===== config.mk =====
export PLATFORM = sky130hd
export DESIGN_NAME = tag_engine
export DESIGN_NICKNAME = d
export VERILOG_FILES = /design/src/rtl/tag_engine.sv
export SDC_FILE = /design/constraint.sdc
export NUM_CORES = 1
export LEC_CHECK = 0
export ABC_CLOCK_PERIOD_IN_PS = 12250
export CORE_MARGIN = 8
export CORE_UTILIZATION = 45
export CTS_BUF_LIST = sky130_fd_sc_hd__clkbuf_2 sky130_fd_sc_hd__clkbuf_4 sky130_fd_sc_hd__clkbuf_8
export DETAILED_ROUTE_END_ITERATION = 7
export SLEW_MARGIN = 10
export SYNTH_ARGS = -nofsm -noshare
export SYNTH_HDL_FRONTEND = slang
export SYNTH_SLANG_ARGS = --single-unit
export TNS_END_PERCENT = 10

===== constraint.sdc =====
create_clock -name clk -period 12.25 [get_ports clk]
set_clock_uncertainty 0.15 [all_clocks]
set_input_delay 1.8375 -clock clk [delete_from_list [all_inputs] [get_ports clk]]
set_output_delay 1.8375 -clock clk [all_outputs]
set_load 0.02 [all_outputs]

===== src/rtl/tag_engine.sv =====
// tag_engine: time-tags synchronised detector edges into a record FIFO and streams records LSB-byte first.
// Optional TAG_WRAP_MARKER_EN writes a marker record whenever the running timestamp wraps.
module tag_engine #(
  parameter int NUM_DET    = 4,
  parameter int TS_WIDTH   = 36,
  parameter int LASER_W    = 4,
  parameter int FIFO_DEPTH = 16
) (
  input  logic                                clk,
  input  logic                                rst_n,
  input  logic [NUM_DET-1:0]                  detectors,
  input  logic [(LASER_W>0?LASER_W:1)-1:0]    laser_en,
  input  logic                                start_det,
  input  logic                                stop_det,
  input  logic                                reset_counter,
  output logic                                running,
  output logic                                data_avail,
  output logic [7:0]                          data,
  input  logic                                data_ack,
  input  logic                                request_length,
  output logic [15:0]                         length,
  output logic [15:0]                         dropped
);
  localparam int REC_W = 8*((LASER_W+NUM_DET+TS_WIDTH+7)/8);
  localparam int NB    = REC_W/8;
  localparam int IW    = $clog2(NB);
  localparam int AW    = $clog2(FIFO_DEPTH);

  typedef enum logic {IDLE, SHIFT} state_t;

  logic [NUM_DET-1:0]  r_s1, r_s2, r_prev;
  logic [1:0]          r_arm;
  logic [TS_WIDTH-1:0] r_ts;
  logic                r_running;
  logic [AW:0]         r_wr_ptr, r_rd_ptr;
  logic [REC_W-1:0]    r_mem [FIFO_DEPTH];
  logic [15:0]         r_cnt, r_length, r_dropped;
  state_t              r_state, w_next;
  logic [IW-1:0]       r_idx, w_idx_next;
  logic                w_pop;

  logic [NUM_DET-1:0]  w_edge, w_rec_edge;
  logic [TS_WIDTH-1:0] w_rec_ts;
  logic [REC_W-1:0]    w_rec, w_head;
  logic                w_hit, w_wrap, w_full, w_empty, w_push, w_more;
  logic [1:0]          w_ndrop;
  logic [16:0]         w_dsum;
  logic [AW:0]         w_cnt;

  // Edges stay masked until the synchroniser has settled after reset, so inputs already high are not seen as edges.
  assign w_edge = r_s2 & ~r_prev & {NUM_DET{&r_arm}};
  assign w_hit  = r_running & |w_edge;
`ifdef TAG_WRAP_MARKER_EN
  assign w_wrap = r_running & ~reset_counter & &r_ts;
`else
  assign w_wrap = 1'b0;
`endif
  assign w_cnt      = r_wr_ptr - r_rd_ptr;
  assign w_empty    = r_wr_ptr == r_rd_ptr;
  assign w_full     = w_cnt == (AW+1)'(FIFO_DEPTH);
  assign w_more     = w_cnt != (AW+1)'(1);
  assign w_push     = (w_hit | w_wrap) & ~w_full;
  assign w_ndrop    = {1'b0, w_hit & (w_wrap | w_full)} + {1'b0, w_wrap & w_full};
  assign w_dsum     = {1'b0, r_dropped} + 17'(w_ndrop);
  assign w_rec_edge = w_wrap ? '0 : w_edge;
  assign w_rec_ts   = w_wrap ? '0 : r_ts;

  generate
    if (LASER_W > 0) begin : g_laser
      assign w_rec = REC_W'({laser_en, w_rec_edge, w_rec_ts});
    end else begin : g_nolaser
      assign w_rec = REC_W'({w_rec_edge, w_rec_ts});
    end
  endgenerate

  assign w_head     = r_mem[r_rd_ptr[AW-1:0]];
  assign running    = r_running;
  assign data_avail = r_state == SHIFT;
  assign data       = (r_state == SHIFT) ? w_head[{r_idx, 3'b000} +: 8] : 8'h00;
  assign length     = r_length;
  assign dropped    = r_dropped;

  always_ff @(posedge clk)
    if (w_push) r_mem[r_wr_ptr[AW-1:0]] <= w_rec;

  always_ff @(posedge clk or negedge rst_n)
    if (!rst_n) begin
      r_s1      <= '0;
      r_s2      <= '0;
      r_prev    <= '0;
      r_arm     <= '0;
      r_ts      <= '0;
      r_running <= 1'b0;
      r_wr_ptr  <= '0;
      r_rd_ptr  <= '0;
      r_cnt     <= '0;
      r_length  <= '0;
      r_dropped <= '0;
      r_state   <= IDLE;
      r_idx     <= '0;
    end else begin
      r_s1      <= detectors;
      r_s2      <= r_s1;
      r_prev    <= r_s2;
      r_arm     <= &r_arm ? r_arm : r_arm + 2'd1;
      r_ts      <= reset_counter ? '0 : r_running ? r_ts + 1'b1 : r_ts;
      r_running <= stop_det ? 1'b0 : start_det ? 1'b1 : r_running;
      r_wr_ptr  <= w_push ? r_wr_ptr + 1'b1 : r_wr_ptr;
      r_rd_ptr  <= w_pop ? r_rd_ptr + 1'b1 : r_rd_ptr;
      r_dropped <= w_dsum[16] ? 16'hFFFF : w_dsum[15:0];
      if (request_length) begin
        r_length <= r_cnt;
        r_cnt    <= {15'd0, w_push};
      end else if (w_push && !(&r_cnt)) r_cnt <= r_cnt + 16'd1;
      r_state   <= w_next;
      r_idx     <= w_idx_next;
    end

  // The head record is read in place and only popped after its last byte is acked.
  always_comb begin
    w_next     = r_state;
    w_idx_next = r_idx;
    w_pop      = 1'b0;
    if (r_state == IDLE) begin
      w_next     = w_empty ? IDLE : SHIFT;
      w_idx_next = '0;
    end else if (data_ack) begin
      w_pop      = r_idx == IW'(NB-1);
      w_idx_next = w_pop ? '0 : r_idx + 1'b1;
      w_next     = (w_pop && !w_more) ? IDLE : SHIFT;
    end
  end
endmodule


After elaboration in Yosys (flattened, before gate mapping)
Memories as Yosys holds them, arrays and structs flattened.
Cells that the tools add are included.
{ "totals": {"mem_count": 1, "elab_cells": 64, "output_inout_bits": 42, "regBits": 113, "in_bits": 15, "ram_bits": 704} }
{ "classes": {"reduce_logical": 10, "bitwise_logic": 7, "shift": 1, "mux": 19, "eq_ne": 5, "add_sub_neg": 8} }
{ "memory_table": {"columns": ["name", "depth", "word_bits", "rd", "rd_ports_with_merged_regs", "wr", "line", "rtl"], "rows": [
  ["r_mem", 16, 44, 1, 0, 1, "36", "logic [REC_W-1:0] r_mem [FIFO_DEPTH];"]
]} }
{ "ops": {"columns": ["cell", "n"], "rows": [
  ["2-to-1 mux 36 bit", 2],
  ["2-to-1 mux 16 bit", 3],
  ["variable part select 48 x 7 -> 8 bit", 1],
  ["adder 36 x 1 -> 36 bit, second input constant", 1],
  ["adder 16 x 1 -> 17 bit", 1],
  ["adder 16 x 1 -> 16 bit, second input constant", 1],
  ["AND reduction 16 bit", 1],
  ["adder 5 x 1 -> 5 bit, second input constant", 2],
  ["2-to-1 mux 1 bit", 10],
  ["2-to-1 mux 3 bit", 3],
  ["bitwise AND 4 bit", 2],
  ["2-to-1 mux 8 bit", 1],
  ["nonzero test 2 bit", 3],
  ["== test 5 bit", 1],
  ["== test 5 bit, second input constant", 1],
  ["inequality test 5 x 1 -> 1 bit, second input constant", 1],
  ["subtractor 5 bit", 1],
  ["inverter 4 bit", 1],
  ["OR reduction 4 bit", 1],
  ["adder 3 x 1 -> 3 bit, second input constant", 1],
  ["bitwise AND 1 bit", 3],
  ["== test 3 bit, second input constant", 1],
  ["adder 2 x 1 -> 2 bit, second input constant", 1],
  ["logical AND 1 bit", 2],
  ["other kinds (4)", 5]
]} }

Logic depth before layout (Yosys ltp)
{ "depth": {"word_depth": 9, "ltp_mapped": 17, "ltp_nobuf": 15} }

Worst setup path before layout
Ideal clock, no wire load.
{ "synth_timing": {"kind": "register to register", "from": "register r_rd_ptr[2]", "to": "memory r_mem[3][0] in the netlist's numbering (enable)", "required_time_ps": 11600, "slack_ps": 6180, "arrival_time_ps": 5420, "stages_incl_launch_ff": 13, "cell_sequence": "dfrtp_1 buf_2 clkinv_1 buf_1 ha_1 nor2b_1 o21a_1 nor2_1 xnor2_1 a31oi_1 clkbuf_1 nand2_1 nor3_1"} }
{ "synth_between": {"elab_chain_cells": 6} }
{ "synth_rtl": {"columns": ["item", "line", "rtl"], "rows": [
  ["start, declared", "35", "logic [AW:0] r_wr_ptr, r_rd_ptr;"],
  ["start signal, assigned", "109", "r_rd_ptr <= w_pop ? r_rd_ptr + 1'b1 : r_rd_ptr;"],
  ["subtractor 5 bit", "58", "assign w_cnt = r_wr_ptr - r_rd_ptr;"],
  ["== test 5 bit", "60", "assign w_full = w_cnt == (AW+1)'(FIFO_DEPTH);"],
  ["inverter 1 bit", "62", "assign w_push = (w_hit | w_wrap) & ~w_full;"],
  ["bitwise AND 1 bit", "62", null],
  ["2-to-1 mux 1 bit", "84", "if (w_push) r_mem[r_wr_ptr[AW-1:0]] <= w_rec;"],
  ["2-to-1 mux 1 bit (implied by the code)", "84", null],
  ["end, declared", "36", null]
]} }
Every way passes these cells.

Worst setup path in the final report
{ "layout_timing": {"from": "register r_rd_ptr[0]", "to": "output data[3]"} }
{ "layout_between": {"elab_chain_cells": 3} }
{ "layout_rtl": {"columns": ["item", "line", "rtl"], "rows": [
  ["memory (16 x 44 bit)", null, null],
  ["variable part select 48 x 7 -> 8 bit", "79", "assign data = (r_state == SHIFT) ? w_head[{r_idx, 3'b000} +: 8] : 8'h00;"],
  ["2-to-1 mux 8 bit", "79", null],
  ["end, declared", "18", "output logic [7:0] data,"]
]} }
Every way passes these cells.

==> summary.txt <==
status - complete, no violations
placed instance area - 0.03387 sq mm
Slew Limit Fails - 0
count leader, synth - edfxtp_1
Most Frequent Cell on Critical Path - mux4_2
Final Total Pwr - 7.470 mW
synthesized area - 0.03214 sq mm
syn nets - 1771
Num CTS Buffers - 137
# setup viols final - 0
DR WL/cell - 26.32 um
Clock Tree Buf Depth - 3
area leader, netlist - edfxtp_1
Slew HR - 11.99%
Die X - 283.2 um
total global routing overflow - 0
Tcrit/Tclk final - 57.87%
Ys Warns - 0
Fillers - 5867
critical path arrival - 5.10 ns
WS Path Type - reg2out
pwr dens - 204.4 mW/mm^2
max cap viols - 0
minimum clock period - 7.090 ns
initial antenna violation count - 3
Final nets - 1929
site row count - 98
largest net degree at the start of global routing - 144
post-synthesis cell type count - 62
Die H - 283.2 um
Via-to-Cell Ratio - 5.723
drc violations - 0
clk root buf - clkbuf_8
area grow syn2layout - 13.74%
via count - 16940
number of I/O port buffers - 56
crit-path max cell delay - 0.88 ns
Post-synth EDFFs - 704
DRT antenna net count - 0
TritonCTS Sinks - 817
peak supply drop - 188.1 uV
worst-path cell chain - buf_12 -> buf_4 -> mux4_2 -> mux4_2 -> o211ai_1 -> nand3_1 -> clkdlybuf4s50_1
GP Congestion - 0.7550
synth top area cells - edfxtp_1 (66%), dfrtp_1 (8.8%), mux4_2 (8.3%)
critical path launch point type - flip-flop
# IOs - 57
insertion delay to the later sink of the worst-skew pair - 0.77 ns
Yosys top cell area share - 65.78%
RSZ-0062 raised after global routing - false
final wirelength - 77900 um
effective utilization at floorplan - 45.19%
Mean Syn Cell Area - 18.46 sq um
Core Region - 0.07112 sq mm
ys flop type - edfxtp_1
achievable frequency - 141.1 MHz
Worst Path Max Fanout - 143
final setup TNS - 0 ns
DR iter-0 viols - 1677
CTS tree - yes
Worst Hold Class - reg2reg
Final Hold Vio Count - 0
post-CTS setup buffer count - 0
vias in the first global route - 18010
worst-margin pin slew - 1.320 ns
Post-DP HPWL - 41960 um
clk slew on worst S/H paths - 0.06 ns
Total GRT Usage - 19.30%
cells after synthesis - 1741
Fin Hold WS - 0.1982 ns
post-CTS sizing - 0
CTS H-Tree Depth - 4
global-route wire length before repair - 116500 um
fin area - 0.03655 sq mm
sequential area share after synthesis - 74.58%
Leakage Power - 12.15 nW
die area - 0.08022 sq mm
Hold-fix buffers, CTS - 0
synthesis-stage register bit count - 817
slowest stage cell, crit path - buf_4
fraction of registers with async set or reset after synthesis - 13.83%
DR pass1 iterations - 5
Commonest cells post-synth - edfxtp_1 (704), mux2i_1 (141), mux4_2 (118)
crit end category - primary output
worst path required time - 10.26 ns
share of cells above drive strength 1 - 21.46%
-- path summary, 6_finish.rpt --
check | cells past startpoint | startpoint | slack, ns | endpoint
worst max-delay path | 7 | r_rd_ptr[0] | 5.16 | data[3]
worst min-delay path | 0 | r_s1[0] | 0.20 | r_s2[0]
worst max register to register | 11 | r_rd_ptr[1] | 6.88 | r_mem[2][42]
worst min register to register | 0 | r_s1[0] | 0.20 | r_s2[0]
max in group asynchronous | 2 | rst_n | 9.64 | r_rd_ptr[1]
min in group asynchronous | 1 | rst_n | 0.98 | r_s1[2]
-- cells in the final DEF, fill, tap and decap left out, types with 4 or more instances in the layout --
master           count
inv_1                8
or3_1               12
buf_4               40
a21oi_1             32
xor2_1              34
and3_1              14
a22o_1               9
mux4_2             118
dfrtp_1            111
clkinv_2             7
nor3_1               8
and3_2              15
mux2_2              20
o31ai_1              6
clkbuf_4            57
clkinv_1            28
and4_1               5
a31oi_1              8
clkdlybuf4s50_1     54
nor2b_1             11
a221oi_1            12
o211ai_1             9
clkbuf_8           149
clkinvlp_4           6
o21a_1               4
o21ai_0             34
nor2_1              56
edfxtp_1           704
nand4_1             22
xnor2_1             18
ha_1                14
a22oi_1             54
or4_1                7
mux2i_1            141
nand3_1             50
and2_1               5
nand2_1             76
-- sequential cells by signal, indices dropped and copies added, names as in the netlist --
name	flops
data_avail	1
dropped	16
length	16
r_arm	2
r_cnt	16
r_idx	3
r_mem	704
r_prev	4
r_rd_ptr	5
r_s1	4
r_s2	4
r_ts	36
r_wr_ptr	5
running	1
-- worst max-delay path, delay by kind of cell, from the launching register on --
| kind | cells | cell delay, ns |
|---|---|---|
| AOI/OAI and AO/OA | 1 | 0.23 |
| buffers and inverters | 3 | 2.06 |
| DFF | 1 | 0.70 |
| muxes | 2 | 1.10 |
| and+or+nand+nor | 1 | 0.13 |
-- through the flow --
step | utilization [%] | instances | setup slack, ns
global route | 51.40 | 2960 | 4.620
CTS | 51.39 | 2958 | 4.803
finish | 51.40 | 2960 | 5.160
floorplan | - | 1741 | 6.180
global placement | 47.62 | 2710 | 5.694
detailed placement | 47.62 | 2710 | 5.673
-- logic make-up (layout without fill, tap and decap cells) --
family / count (synthesis) / in the layout / synth area share (%)
xor+xnor: 52 / 52 / 1.417
mux: 279 / 279 / 13.36
flops: 817 / 817 / 74.58
compound gates: 183 / 183 / 3.874
simple gates: 307 / 307 / 4.878
other cells: 0 / 2 / 0
fa+ha+maj: 15 / 15 / 0.6073
buf+inv: 88 / 355 / 1.285
-- per-layer routing --
| metal | GRT usage [%] | share of wire, % | vias to the layer above |
|---|---|---|---|
| li1 | - | - | 7357 |
| met1 | 25.95 | 43 | 8896 |
| met2 | 31.44 | 49 | 563 |
| met3 | 4.226 | 6.5 | 125 |
| met4 | 5.951 | 2.1 | 0 |
| met5 | 0 | 0 | - |
-- final cells by class --
class | instances | area, sq um | area share, %
inverters | 11 | 41.29 | 0.1130
repair buffers | 96 | 865.8 | 2.369
flip-flops and latches | 817 | 23980 | 65.59
multi-input cells | 836 | 7799 | 21.34
well taps | 950 | 1189 | 3.252
clock buffers | 206 | 2479 | 6.781
diodes | 2 | 5.005 | 0.01369
clock inverters | 42 | 198.9 | 0.5443
-- power by group --
| part | internal, mW | total, mW | switching (mW) |
|---|---|---|---|
| Sequential | 3.15 | 3.24 | 0.0889 |
| Combinational | 0.787 | 1.89 | 1.10 |
| Clock | 1.29 | 2.34 | 1.05 |
Note: power is estimated with default switching activity, not from simulation.
==> RTL change, RTL diff (config.mk and constraints unchanged) <==
Change the parameter `LASER_W` from 4 to 8.
--- a/src/rtl/tag_engine.sv
+++ b/src/rtl/tag_engine.sv
@@ -3,7 +3,7 @@
 module tag_engine #(
   parameter int NUM_DET    = 4,
   parameter int TS_WIDTH   = 36,
-  parameter int LASER_W    = 4,
+  parameter int LASER_W    = 8,
   parameter int FIFO_DEPTH = 16
 ) (
   input  logic                                clk,
Ports: changed (resized laser_en); port bits go from 57 to 61. No check against the original RTL was run, so the function may have changed too.
==> RTL change against the original RTL <==
  * Total power up 9.1%
  * Core utilization about the same
  * Setup slack got worse by 0.090 ns
  * Global-route usage rose by 0.16 points
  * Design area is 8.3% higher
  * Wire length increased by 8.0%
  * Synthesized area rose by 8.3%
  * Sequential cell count is 64 higher
  * Critical path type unchanged
  * Largest power group unchanged
  * Highest routed layer unchanged
==> RTL change: results (changes against the original RTL) <==
| Metric | Value |
|---|---|
| Rel. slew slack | `23.7% (+12 points)` |
| Vias | `18,700 (+11%)` |
| Max FFs per register | `768 (+9.1%)` |
| Primary FF master, synth | `edfxtp_1` |
| Clock Path Buffers | `3 (unchanged)` |
| Peak VDD IR | `0.000202 V (+7.7%)` |
| Synth warn | `0 (unchanged)` |
| Crit-path slowest cell | `o21ai_0` |
| Root buf cell | `clkbuf_8` |
| Gr usage total | `19.5% (+0.16 points)` |
| Hold Path Sink | `r_s2[0]$_DFF_PN0_` |
| Largest stage delay, worst path | `0.73 ns (-0.15 ns)` |
| IO Port Bufs | `60 (+7.1%)` |
| # nets final | `2,187 (+13%)` |
| Syn Inst Count | `2,004 (+15%)` |
| Outcome | `finished, final reports clean` |
| Routed length per instance | `25.4 um (-3.4%)` |
| WL met2 | `41.3 mm (+9.1%)` |
| Worst Path Arrival | `5.19 ns (+0.09 ns)` |
| Uppermost layer routed | `met4` |
| HP Class | `reg -> reg` |
| Worst hold path cell count | `0 (unchanged)` |
| FF-to-FF path depth | `11 (unchanged)` |
| Reg2Reg Setup Slack | `7.23 ns (+0.35 ns)` |
| Post-synth EDFFs | `768 (+9.1%)` |
| Routed length on met3 | `5.28 mm (+5.0%)` |
| First-pass GRT wire length | `125 mm (+7.4%)` |
| Total CTS buffers | `145 (+5.8%)` |
| M1 WL | `35.8 mm (+7.4%)` |
| Filler cells | `6,337 (+8.0%)` |
| Post-synth top cells | `edfxtp_1 (768), mux2i_1 (258), dfrtp_1 (113)` |
| Hold_sp | `r_s1[0]$_DFF_PN0_` |
| Netlist cell types | `62 (unchanged)` |
| Top post-synthesis cells by area | `edfxtp_1 (66%), dfrtp_1 (8.1%), mux2i_1 (7.4%)` |
| Clock latency on the worst-skew pair | `0.78 ns` |
| Crit path from | `r_rd_ptr[2]$_DFFE_PN0P_` |
| ANT nets after route | `0 (unchanged)` |
| RD Place Congestion | `0.756 (+0.13%)` |
| Core Region | `77,100 sq um (+8.4%)` |
| Initial antenna violation count | `1 (-2)` |
| Largest net degree at the start of global routing | `130 (-9.7%)` |
| Post-DP HPWL | `44.9 mm (+7.0%)` |
| Worst r2r dst | `r_mem[8][21]$_DFFE_PP_` |
| Switching power | `0.00255 W (+14%)` |
| Share of layout cells above drive strength 1 | `17.8% (-3.6 points)` |
| Register area share after synthesis | `74.4% (-0.22 points)` |
| Worst r2r src | `r_rd_ptr[0]$_DFFE_PN0P_` |
| CP max FO | `59 (-59%)` |
| Lkg Pwr | `13.3 nW (+9.8%)` |
| TritonRoute pass-1 iters | `5 (unchanged)` |
| Initial DRC count | `1,572 (-6.3%)` |
| Async SR Flop Fraction | `12.8% (-1.0 points)` |
## RTL change: power by group through the flow
stage | Combinational, W | Clock (W) | Sequential [W]
finish | 0.00209 | 0.00255 | 0.00351
global route | 0.00221 | 0.00274 | 0.00353
detailed placement | 0.00209 | 0 | 0.00358
floorplan | 0.00142 | 0 | 0.00353
CTS | 0.00210 | 0.00261 | 0.00352
global placement | 0.00208 | 0 | 0.00357
## RTL change: stage by stage
step           hold WS [ns]  area, sq um  util [%]  instances  worst slack [ns]
3_5_place_dp          0.185        36700      47.5       3046              5.84
2_1_floorplan         0.181        34800         -       2004              5.49
4_1_cts               0.198        39600      51.3       3307              4.98
3_3_place_gp          0.182        36700      47.5       3046              5.87
5_1_grt               0.207        39600      51.3       3309              4.96
6_report              0.196        39600      51.3       3309              5.07
## RTL change: layer usage
metal | track usage (%) | vias up
met3 | 3.97 | 119
met1 | 25.9 | 9746
met2 | 32.1 | 616
li1 | - | 8248
met4 | 6.14 | 0
met5 | 0 | -
## RTL change: cell families after synthesis
group                      share of synthesized area, %
DFF                                                74.4
and+or+nand+nor                                    5.57
muxes                                              12.6
AOI/OAI and AO/OA                                  4.15
buffers and inverters                              1.50
xor gates and xnor gates                           1.23
adders and majority gates                         0.561
## RTL change: worst max-delay path, delay by kind of cell, from the launching register on
family,cells,cell delay (ns)
buffers and inverters,3,1.72
AOI/OAI and AO/OA,3,1.20
DFF,1,0.51
and+or+nand+nor,3,0.95
## RTL change: cell type report
| cell class | instances | area share, % |
|---|---|---|
| tap | 1040 | 3.29 |
| timing repair buffer | 97 | 2.27 |
| multi-input combinational | 1016 | 21.5 |
| antenna | 2 | 0.0126 |
| inverter | 12 | 0.114 |
| clock buffer | 212 | 6.49 |
| sequential | 881 | 65.4 |
| clock inverter | 49 | 0.901 |
